$ cat config.mk
export PLATFORM = sky130hd
export DESIGN_NAME = mem_stage
export DESIGN_NICKNAME = d
export VERILOG_FILES = /design/src/rtl/mem_stage_pkg.sv /design/src/rtl/mem_stage_wb.sv /design/src/rtl/mem_stage.sv
export SDC_FILE = /design/constraint.sdc
export NUM_CORES = 1
export LEC_CHECK = 0
export CAP_MARGIN = 20
export CORE_MARGIN = 1
export CORE_UTILIZATION = 27
export CTS_CLUSTER_DIAMETER = 100
export CTS_CLUSTER_SIZE = 28
export DETAILED_ROUTE_END_ITERATION = 16
export GPL_TIMING_DRIVEN = 0
export HOLD_SLACK_MARGIN = 0.1
export PLACE_DENSITY_LB_ADDON = 0.15
export SLEW_MARGIN = 20
export SYNTH_ARGS = -nofsm -noshare
export SYNTH_HDL_FRONTEND = slang
export SYNTH_SLANG_ARGS = --single-unit
$ cat constraint.sdc
create_clock -name clk -period 2 [get_ports clk]
set_input_delay 0.3 -clock clk [delete_from_list [all_inputs] [get_ports clk]]
set_output_delay 0.3 -clock clk [all_outputs]
set_load 0.05 [all_outputs]
$ cat src/rtl/mem_stage_pkg.sv
`default_nettype none
// ============================================================================
//  Module      : mem_stage_pkg
//  Description : Shared Y86 constants for the memory-access stage:
//                icodes, status codes, the "no register" id, data widths,
//                and small icode classification helpers.
//  Revision    : 1.0 - initial release
// ============================================================================
package mem_stage_pkg;

    localparam int c_WORD  = 32;
    localparam int c_PCLEN = 32;

    // Memory-touching instruction codes
    localparam logic [3:0] c_IRMMOVL = 4'h4;
    localparam logic [3:0] c_IMRMOVL = 4'h5;
    localparam logic [3:0] c_ICALL   = 4'h8;
    localparam logic [3:0] c_IRET    = 4'h9;
    localparam logic [3:0] c_IPUSHL  = 4'hA;
    localparam logic [3:0] c_IPOPL   = 4'hB;

    localparam logic [3:0] c_RNONE = 4'hF;

    // Y86 status codes
    localparam logic [2:0] c_SAOK = 3'd1;
    localparam logic [2:0] c_SHLT = 3'd2;
    localparam logic [2:0] c_SADR = 3'd3;
    localparam logic [2:0] c_SINS = 3'd4;

    // True for any instruction that performs a data-memory access
    function automatic logic isMemOp(input logic [3:0] icode);
        return (icode == c_IRMMOVL) || (icode == c_IMRMOVL) ||
               (icode == c_ICALL)   || (icode == c_IRET)    ||
               (icode == c_IPUSHL)  || (icode == c_IPOPL);
    endfunction

    // True for the memory instructions that read (the rest write)
    function automatic logic isReadOp(input logic [3:0] icode);
        return (icode == c_IMRMOVL) || (icode == c_IRET) || (icode == c_IPOPL);
    endfunction

    // popl/ret take their address from valA (old %esp); all others from valE
    function automatic logic addrFromValA(input logic [3:0] icode);
        return (icode == c_IRET) || (icode == c_IPOPL);
    endfunction

endpackage
`default_nettype wire

$ cat src/rtl/mem_stage_wb.sv
`default_nettype none
// ============================================================================
//  Module      : mem_wb
//  Description : MEM/WB pipeline register. A load pulse captures one result
//                and raises valid for exactly one cycle; without a load the
//                fields hold and valid falls.
//  Revision    : 1.0 - initial release
// ============================================================================
module mem_wb
    import mem_stage_pkg::*;
(
    input  logic              clk,
    input  logic              rst,
    input  logic              i_ld,
    input  logic [3:0]        i_icode,
    input  logic [2:0]        i_stat,
    input  logic [c_WORD-1:0] i_valE,
    input  logic [c_WORD-1:0] i_valM,
    input  logic [3:0]        i_dstE,
    input  logic [3:0]        i_dstM,
    output logic              o_valid,
    output logic [3:0]        o_icode,
    output logic [2:0]        o_stat,
    output logic [c_WORD-1:0] o_valE,
    output logic [c_WORD-1:0] o_valM,
    output logic [3:0]        o_dstE,
    output logic [3:0]        o_dstM
);

    // Result register: fields load on i_ld, valid is a one-cycle pulse
    always_ff @(posedge clk) begin
        if (rst) begin
            o_valid <= 1'b0;
            o_icode <= 4'h0;
            o_stat  <= c_SAOK;
            o_valE  <= '0;
            o_valM  <= '0;
            o_dstE  <= c_RNONE;
            o_dstM  <= c_RNONE;
        end else begin
            o_valid <= i_ld;
            if (i_ld) begin
                o_icode <= i_icode;
                o_stat  <= i_stat;
                o_valE  <= i_valE;
                o_valM  <= i_valM;
                o_dstE  <= i_dstE;
                o_dstM  <= i_dstM;
            end
        end
    end

endmodule
`default_nettype wire

$ cat src/rtl/mem_stage.sv
`default_nettype none
// ============================================================================
//  Module      : mem_stage
//  Description : Y86 memory-access stage. Issues data-bus reads/writes over a
//                req/ack interface, stalls ex_mem while a transfer is open,
//                registers results for writeback and freezes after the first
//                non-AOK status.
//  Config      : MEM_TIMEOUT_EN - abort a transfer with ADR status after
//                TIMEOUT_CYC request cycles without ack.
//  Revision    : 1.0 - initial release
// ============================================================================
module mem_stage
    import mem_stage_pkg::*;
#(
    parameter int TIMEOUT_CYC = 16
) (
    input  logic              clk,
    input  logic              rst,
    input  logic              valid_i,
    input  logic [3:0]        icode_i,
    input  logic [2:0]        stat_i,
    input  logic [c_WORD-1:0] valE_i,
    input  logic [c_WORD-1:0] valA_i,
    input  logic [3:0]        dstE_i,
    input  logic [3:0]        dstM_i,
    output logic              stall_o,
    output logic              dmem_req,
    output logic              dmem_we,
    output logic [c_WORD-1:0] dmem_addr,
    output logic [c_WORD-1:0] dmem_wdata,
    input  logic [c_WORD-1:0] dmem_rdata,
    input  logic              dmem_ack,
    output logic              wb_valid_o,
    output logic [3:0]        wb_icode_o,
    output logic [2:0]        wb_stat_o,
    output logic [c_WORD-1:0] wb_valE_o,
    output logic [c_WORD-1:0] wb_valM_o,
    output logic [3:0]        wb_dstE_o,
    output logic [3:0]        wb_dstM_o
);

    localparam logic [1:0] c_ST_IDLE = 2'd0;
    localparam logic [1:0] c_ST_WAIT = 2'd1;
    localparam logic [1:0] c_ST_HALT = 2'd2;

    logic [1:0]        r_state;
    logic [3:0]        r_pendIcode;
    logic [c_WORD-1:0] r_pendValE;
    logic [3:0]        r_pendDstE;
    logic [3:0]        r_pendDstM;

    logic              w_isMem;
    logic              w_aok;
    logic [c_WORD-1:0] w_addr;
    logic              w_accept;
    logic              w_timeout;

    logic              w_ld;
    logic [3:0]        w_icode;
    logic [2:0]        w_stat;
    logic [c_WORD-1:0] w_valE;
    logic [c_WORD-1:0] w_valM;
    logic [3:0]        w_dstE;
    logic [3:0]        w_dstM;

    assign w_isMem  = isMemOp(icode_i);
    assign w_aok    = (stat_i == c_SAOK);
    assign w_addr   = addrFromValA(icode_i) ? valA_i : valE_i;
    assign w_accept = (r_state == c_ST_IDLE) && valid_i && w_isMem && w_aok &&
                      (w_addr[1:0] == 2'b00);

`ifdef MEM_TIMEOUT_EN
    localparam int              c_CNT_W    = $clog2(TIMEOUT_CYC + 1);
    localparam logic [c_CNT_W-1:0] c_CNT_LAST = c_CNT_W'(TIMEOUT_CYC - 1);

    logic [c_CNT_W-1:0] r_waitCnt;

    // Count request cycles; restarts from zero on every new transfer
    always_ff @(posedge clk) begin
        if (rst || (r_state != c_ST_WAIT)) begin
            r_waitCnt <= '0;
        end else begin
            r_waitCnt <= r_waitCnt + 1'b1;
        end
    end

    assign w_timeout = (r_state == c_ST_WAIT) && (r_waitCnt == c_CNT_LAST);
`else
    // TIMEOUT_CYC stays on the interface in every build so instantiations
    // are identical; without the timeout it only feeds this empty check.
    if (TIMEOUT_CYC < 1) begin : g_timeoutCfgUnused
    end

    assign w_timeout = 1'b0;
`endif

    // Select what the MEM/WB register captures this cycle, if anything
    always_comb begin
        w_ld    = 1'b0;
        w_icode = icode_i;
        w_stat  = stat_i;
        w_valE  = valE_i;
        w_valM  = '0;
        w_dstE  = dstE_i;
        w_dstM  = dstM_i;
        case (r_state)
            c_ST_IDLE: begin
                if (valid_i && !w_accept) begin
                    w_ld = 1'b1;
                    // A good-status memory op that was not accepted is misaligned
                    if (w_isMem && w_aok) begin
                        w_stat = c_SADR;
                        w_dstE = c_RNONE;
                        w_dstM = c_RNONE;
                    end
                end
            end
            c_ST_WAIT: begin
                w_icode = r_pendIcode;
                w_stat  = c_SAOK;
                w_valE  = r_pendValE;
                w_dstE  = r_pendDstE;
                w_dstM  = r_pendDstM;
                if (dmem_ack) begin
                    w_ld   = 1'b1;
                    w_valM = dmem_we ? '0 : dmem_rdata;
                end else if (w_timeout) begin
                    w_ld   = 1'b1;
                    w_stat = c_SADR;
                    w_dstM = c_RNONE;
                end
            end
            default: begin
            end
        endcase
    end

    // Hold ex_mem while a transfer is being launched or is outstanding
    always_comb begin
        stall_o = 1'b1;
        case (r_state)
            c_ST_IDLE: stall_o = w_accept;
            c_ST_WAIT: stall_o = !dmem_ack;
            default:   stall_o = 1'b1;
        endcase
    end

    // Stage FSM with registered bus outputs and the pending instruction
    always_ff @(posedge clk) begin
        if (rst) begin
            r_state     <= c_ST_IDLE;
            dmem_req    <= 1'b0;
            dmem_we     <= 1'b0;
            dmem_addr   <= '0;
            dmem_wdata  <= '0;
            r_pendIcode <= 4'h0;
            r_pendValE  <= '0;
            r_pendDstE  <= c_RNONE;
            r_pendDstM  <= c_RNONE;
        end else begin
            case (r_state)
                c_ST_IDLE: begin
                    if (w_accept) begin
                        r_state     <= c_ST_WAIT;
                        dmem_req    <= 1'b1;
                        dmem_we     <= !isReadOp(icode_i);
                        dmem_addr   <= w_addr;
                        dmem_wdata  <= valA_i;
                        r_pendIcode <= icode_i;
                        r_pendValE  <= valE_i;
                        r_pendDstE  <= dstE_i;
                        r_pendDstM  <= dstM_i;
                    end else if (w_ld && (w_stat != c_SAOK)) begin
                        r_state <= c_ST_HALT;
                    end
                end
                c_ST_WAIT: begin
                    if (dmem_ack) begin
                        r_state  <= c_ST_IDLE;
                        dmem_req <= 1'b0;
                    end else if (w_timeout) begin
                        r_state  <= c_ST_HALT;
                        dmem_req <= 1'b0;
                    end
                end
                c_ST_HALT: begin
                    r_state <= c_ST_HALT;
                end
                default: begin
                    r_state <= c_ST_IDLE;
                end
            endcase
        end
    end

    mem_wb u_memWb (
        .clk     (clk),
        .rst     (rst),
        .i_ld    (w_ld),
        .i_icode (w_icode),
        .i_stat  (w_stat),
        .i_valE  (w_valE),
        .i_valM  (w_valM),
        .i_dstE  (w_dstE),
        .i_dstM  (w_dstM),
        .o_valid (wb_valid_o),
        .o_icode (wb_icode_o),
        .o_stat  (wb_stat_o),
        .o_valE  (wb_valE_o),
        .o_valM  (wb_valM_o),
        .o_dstE  (wb_dstE_o),
        .o_dstM  (wb_dstM_o)
    );

endmodule
`default_nettype wire

==> summary.md, run 1 <==
| Metric | Value |
|---|---|
| Status | finished with violations |
| Violated checks | negative setup slack |
| Routed wire length | approximately 27 mm |
| DIE WIDTH | 167 um |
| Crit. End Element | output port |
| TNS Setup | -0.206 ns |
| Ant. Diodes | 0 |
| # setup viols final | 2 |
| Pin count of the biggest net entering global routing | 19 |
| Max stage delay on crit path | ~0.37 ns |
| Number of synthesized flops with an enable pin | 0 |
| Overflow after GRT | 0 |
| Period minus WS final | 2.20 ns |
| Worst hold path cell count | 3 |
| Commonest cells after routing, fill and taps aside | clkdlybuf4s50_1 (252), nand2_1 (227), dfxtp_1 (190) |
| CTS tree | yes |
| Ports | 262 |
| DR WL/cell | between 15 and 20 um |
| Synthesized area per cell | 8.43 sq um |
| Vias in the first global route | between 6000 and 7000 |
| Pins Over Slew Limit | 0 |
| CP Cell Sequence | or2_4, or2_4, nor3_4, clkbuf_8, nor2_4, nand2_2, buf_8 |
| First-pass GRT wire length | roughly 41 mm |
| Register-to-Register Path Depth | 7 |
| CP arrival | between 1.5 and 2 ns |
| Routed Antenna Nets | 0 |
| GRT Total Usage | a little under a fifth |
| Leak | about 4.1 nW |
| Nets | between 1000 and 1500 |
| Maxcap violations | 0 |
| CP top delay family | simple AND/OR/NAND/NOR gates |
| Total CTS buffers | 17 |
| Post-Synthesis Cell Area | about 7400 sq um |
| Clock root cell | clkbuf_16 |
| Row count | 60 |
| Max IR drop VDD | 0.446 mV |
| Syn Inst Count | between 800 and 900 |
| Instance count on the critical path | 7 |
| Routability cong. | ~0.77 |
| Final setup margin | -0.203 ns |
| Initial Util | 27.5% |
| Clock sink total | ~190 |
| Pre-Repair DR Iteration Count | 6 |
| Final Cell Area | between 10000 and 15000 sq um |
| Port Buffer Count | 260 |
| Critical Path Start Type | flop |
| CP max-delay cell | dfxtp_4 |
| Pre-CTS setup slack | -1.59 ns |
| Initial antenna violation count | 0 |
| Post-synthesis async set-or-reset flop share | 0% |
| Max Buffers Root-to-Sink | 2 |
| CP Class | flop to output port |
| PD cells | roughly 760 nW/um^2 |
| Fraction of layout cells with a size suffix above 1 | just under 9% |
| Hold buffers post-CTS | 0 |
| Synth Register Bits | 192 |
| Period utilization | 110% |
| H-tree Lvls | 4 |
| Starting DRT DRC Count | around 420 |
| # DRC | 0 |
| Clk slew on worst S/H paths | around 0.080 ns |
| Worst hold margin | 0.150 ns |
| Worst Tran Pin Value | between 0.9 and 1 ns |
| Floorplan Core Area | around 27000 sq um |
| DIE HEIGHT | 167 um |
| Vias per inst | about 4.7 |
| Clk_skew | 0.00965 ns |
| Multi-input logic area | ~3300 sq um |
| Post-synth top flop | dfxtp_1 |
| Worst hold path class | primary input to flop |
| Vias post-DR | between 7000 and 8000 |
| Die Area | 28000 sq um |
| Yosys warns | 0 |
| Most used cell along the critical path | or2_4 |
| Synth cell types | 36 |
| Slew headroom | 37.5% |
| RSZ-0062 raised after global routing | true |
| Layout area overhead | 51.7% |
| Final hold vios | 0 |
| CP Buf/Inv Count | 2 |
| Fmax | about 0.45 GHz |
| Most common cell after layout, fill and taps aside | clkdlybuf4s50_1 |
| Fillers | 2779 |
| Seq/Total Area, Yosys | between 50% and 60% |
| Worst Path Required | approximately 1.7 ns |
| Hpwl dp | just under 20 mm |
| Area after DPL | ~10000 sq um |
| Crit path max fanout | 6 |
| Synth Net Count | approximately 990 |
| Clk_lat worst skew | between 0.4 and 0.5 ns |
| Seq. cell area | a little under 4000 sq um |
==> path summary, 6_finish.rpt <==
path,start,to,slack [ns]
max,r_state[1],stall_o,-0.20
min,icode_i[1],r_pendIcode[1],0.15
max reg2reg,r_state[1],dmem_wdata[2],0
min reg2reg,dmem_wdata[8],dmem_wdata[8],0.45
==> registers in the layout, summed over array words and instances (netlist names) <==
| register | cells |
|---|---|
| u_memWb.o_valid | 1 |
| u_memWb.o_valM | 32 |
| u_memWb.o_icode | 4 |
| u_memWb.o_dstM | 4 |
| u_memWb.o_valE | 32 |
| dmem_req | 1 |
| r_state | 2 |
| dmem_addr | 32 |
| r_pendDstE | 4 |
| u_memWb.o_dstE | 4 |
| r_pendDstM | 4 |
| dmem_we | 1 |
| dmem_wdata | 32 |
| r_pendValE | 32 |
| r_pendIcode | 4 |
| u_memWb.o_stat | 3 |
==> synth_stat cells (all sizes together) (9+ instances only) <==
cell type,n,area (sq um)
clkbuf,52,195
o21ai,9,45.0
nor3b,12,90.1
nand2,229,860
nand3b,9,67.6
a211oi,31,233
a22oi,32,240
buf,21,128
nor2,110,413
dfxtp,192,3840
a21oi,80,404
a311oi,36,315
mux2i,31,310
==> area by class of cell <==
type / instances / share of cell area [%]
multi-input combinational: 609 / 29.5
clock buffer: 18 / 3.83
inverter: 2 / 0.112
clock inverter: 14 / 1.08
tap: 341 / 3.81
sequential: 192 / 34.3
buffer: 70 / 3.58
timing repair buffer: 269 / 23.7
==> worst min-delay path: stages <==
cell     delay [ns]
buf_2          0.13
nand2_1        0.06
a21oi_1        0.05
==> power by group <==
group	switching (mW)	internal [mW]	leakage (nW)
sequential	0.0519	3.91	1.56
combinational	0.736	0.501	2.27
clock	1.67	1.64	0.265
total	2.46	6.06	4.10
==> metal layers <==
metal	vias up	track usage, %	share of wire (%)
li1	3587	-	-
met1	3358	25.9	48
met2	174	30.9	47
met3	21	3.57	4.4
met4	0	5.15	1.2
met5	-	0	0
==> stage by stage <==
step	utilization [%]	cells	power (mW)
floorplan	-	876	4.68
CTS	41.6	1516	8.61
finish	41.7	1515	8.52
global route	41.7	1515	8.84
global placement	38.9	1477	5.26
detailed placement	38.9	1477	5.27
==> cell families (layout without fill, tap and decap cells) <==
logic type,after synthesis,in the layout,synth area share (%)
AOI/OAI and AO/OA,202,202,18.5
buffers and inverters,75,373,4.47
DFF,192,192,52.0
muxes,32,32,4.35
and+or+nand+nor,375,375,20.7
==> repair_timing <==
| item | in CTS | in global routing |
|---|---|---|
| hold endpoints to repair | 0 | 0 |
| setup buffers | 9 | 0 |
| setup endpoints to repair | 191 | 167 |
| resized for setup | 67 | 26 |
| pin swaps | 8 | 1 |
(Power assumes the default switching activity.)
==> run 2: changes to the inputs <==
CELL_PAD_IN_SITES_DETAIL_PLACEMENT = 0   (was unset)
CELL_PAD_IN_SITES_GLOBAL_PLACEMENT = 1   (was unset)
CTS_BUF_LIST = sky130_fd_sc_hd__clkbuf_8   (was unset)
REMOVE_ABC_BUFFERS = 1   (was unset)
==> summary.md, run 2 (synthesis gave the netlist of run 1 again) <==
| Metric | Value |
|---|---|
| DIE WIDTH | between 150 and 200 um |
| Vias per inst | between 4 and 5 |
| Max IR drop VDD | about 0.46 mV |
| CP top delay family | simple AND/OR/NAND/NOR gates |
| Worst hold path class | primary input to flop |
| Floorplan Core Area | around 27000 sq um |
| Nets | ~1300 |
| Ports | between 200 and 300 |
| CP Buf/Inv Count | 2 |
| Period minus WS final | roughly 2.2 ns |
| CTS tree | yes |
| Vias in the first global route | a little under 7000 |
| Period utilization | 111% |
| # DRC | 2 |
| Fillers | between 2000 and 3000 |
| Routability cong. | around 0.67 |
| Total CTS buffers | 17 |
| Routed Antenna Nets | 0 |
| DR WL/cell | 17.8 um |
| Clock root cell | clkbuf_8 |
| Final Power | between 8 and 9 mW |
| Final hold vios | 0 |
| Leak | around 5.7 nW |
| Crit. End Element | output port |
| Pre-Repair DR Iteration Count | 10 |
| Worst Path Required | 1.70 ns |
| Clk slew on worst S/H paths | about 0.1 ns |
| Max Buffers Root-to-Sink | 2 |
| Final setup margin | -0.214 ns |
| Fmax | 0.452 GHz |
| PD cells | ~660 nW/um^2 |
| Starting DRT DRC Count | roughly 270 |
| Violated checks | design-rule violations, negative setup slack |
| Die Area | roughly 28000 sq um |
| # setup viols final | 86 |
| Layout area overhead | 66.2% |
| Status | finished with violations |
| Design internal power | around 5.6 mW |
| RSZ-0062 raised after global routing | true |
| CP max-delay cell | dfxtp_4 |
| Initial Util | 27.5% |
| CP Class | flop to output port |
| Overflow after GRT | 0 |
| Clock sink total | 192 |
| CP Cell Sequence | or2_4, or2_4, nor3_4, buf_8, nor2_4, nand2_2, buf_8 |
| Worst Tran Pin Value | about 0.65 ns |
| Clk_lat worst skew | approximately 0.48 ns |
| Hpwl dp | between 15 and 20 mm |
| Fin util | between 40% and 50% |
| DIE HEIGHT | between 150 and 200 um |
| Clk_skew | 0.0205 ns |
| Sw frac | a little under a third |
| Row count | 60 |
| Logic pwr share | a little under a fifth |
| Pin count of the biggest net entering global routing | 110 |
| Power share of the clock group | 31.9% |
| GRT Total Usage | between 10% and 20% |
| First-pass GRT wire length | 40.0 mm |
| CP arrival | ~1.9 ns |
| Crit path max fanout | 4 |
| Port Buffer Count | approximately 260 |
| Sw Pwr | about 2.5 mW |
| TNS Setup | -6.95 ns |
| Pins Over Slew Limit | 0 |
| Maxcap violations | 0 |
| Power share of the sequential group | between 40% and 50% |
| Critical Path Start Type | flop |
| Commonest cells after routing, fill and taps aside | nand2_1 (227), dfxtp_1 (190), clkdlybuf4s50_1 (142) |
| Initial antenna violation count | 1 |
| Max stage delay on crit path | ~0.37 ns |
| H-tree Lvls | 4 |
| Vias post-DR | just over 7000 |
| Fraction of layout cells with a size suffix above 1 | between 10% and 20% |
| Routed wire length | 26.7 mm |
| Most common cell after layout, fill and taps aside | nand2_1 |
| Slew headroom | 56.9% |
## run 2: worst paths after layout
check | from | endpoint | slack [ns] | cells after the start
hold reg to reg | dmem_wdata[26] | dmem_wdata[26] | 0.46 | 2
setup reg to reg | r_state[0] | r_pendValE[11] | -0.13 | 6
hold / removal | icode_i[1] | r_pendIcode[1] | 0.21 | 3
setup / recovery | r_state[0] | stall_o | -0.21 | 7
## run 2: area by class of cell
type,instances,area [sq um],area share (%)
Clock inverter,14,145,1.18
Multi-Input combinational cell,612,3850,31.3
Clock buffer,18,248,2.02
Antenna cell,2,5.00,0.0408
Tap cell,341,427,3.47
Timing Repair Buffer,320,3740,30.5
Inverter,2,12.5,0.102
Sequential cell,192,3850,31.4
## run 2: per-layer routing
metal	up-vias	GRT usage, %	wire length [um]
met5	-	0	0
met3	18	5.63	1810
met1	3393	23.7	12000
met2	213	29.5	12600
li1	3575	-	-
met4	0	4.39	228
## run 2: power groups by stage
stage               clock, mW  sequential [mW]  combinational (mW)
floorplan                   0             4.36               0.264
global placement            0             4.05                1.20
detailed placement          0             4.05                1.22
CTS                      2.73             3.97                1.42
global route             2.85             3.99                1.64
finish                   2.59             3.98                1.55
## run 2: stage by stage
stage / cells / instance area (sq um) / hold slack [ns] / worst slack [ns]
after CTS: 1491 / 11600 / 0.171 / -0.245
after global routing: 1499 / 12300 / 0.192 / -0.291
after detailed placement: 1426 / 10600 / 0.446 / -1.61
after global placement: 1405 / 10100 / 0.441 / -10.30
after floorplan: 803 / 7070 / 0.369 / -4.96
final: 1501 / 12300 / 0.210 / -0.214
## run 2: worst register-to-register path: stages (launching register included)
cell and delay (ns):
dfxtp_4 0.37, or2_4 0.25, or2_4 0.27, or3_4 0.66
buf_12 0.29, nand2_1 0.10, a21oi_1 0.07
## run 2: timing repair
action                                  CTS  global route
buffers inserted                         24             4
hold endpoints to repair                  0             0
cloned                                    9             8
resized for setup                       131           162
pin swaps                                17            14
hold buffers                              0             0
endpoints found under the setup margin  216           206
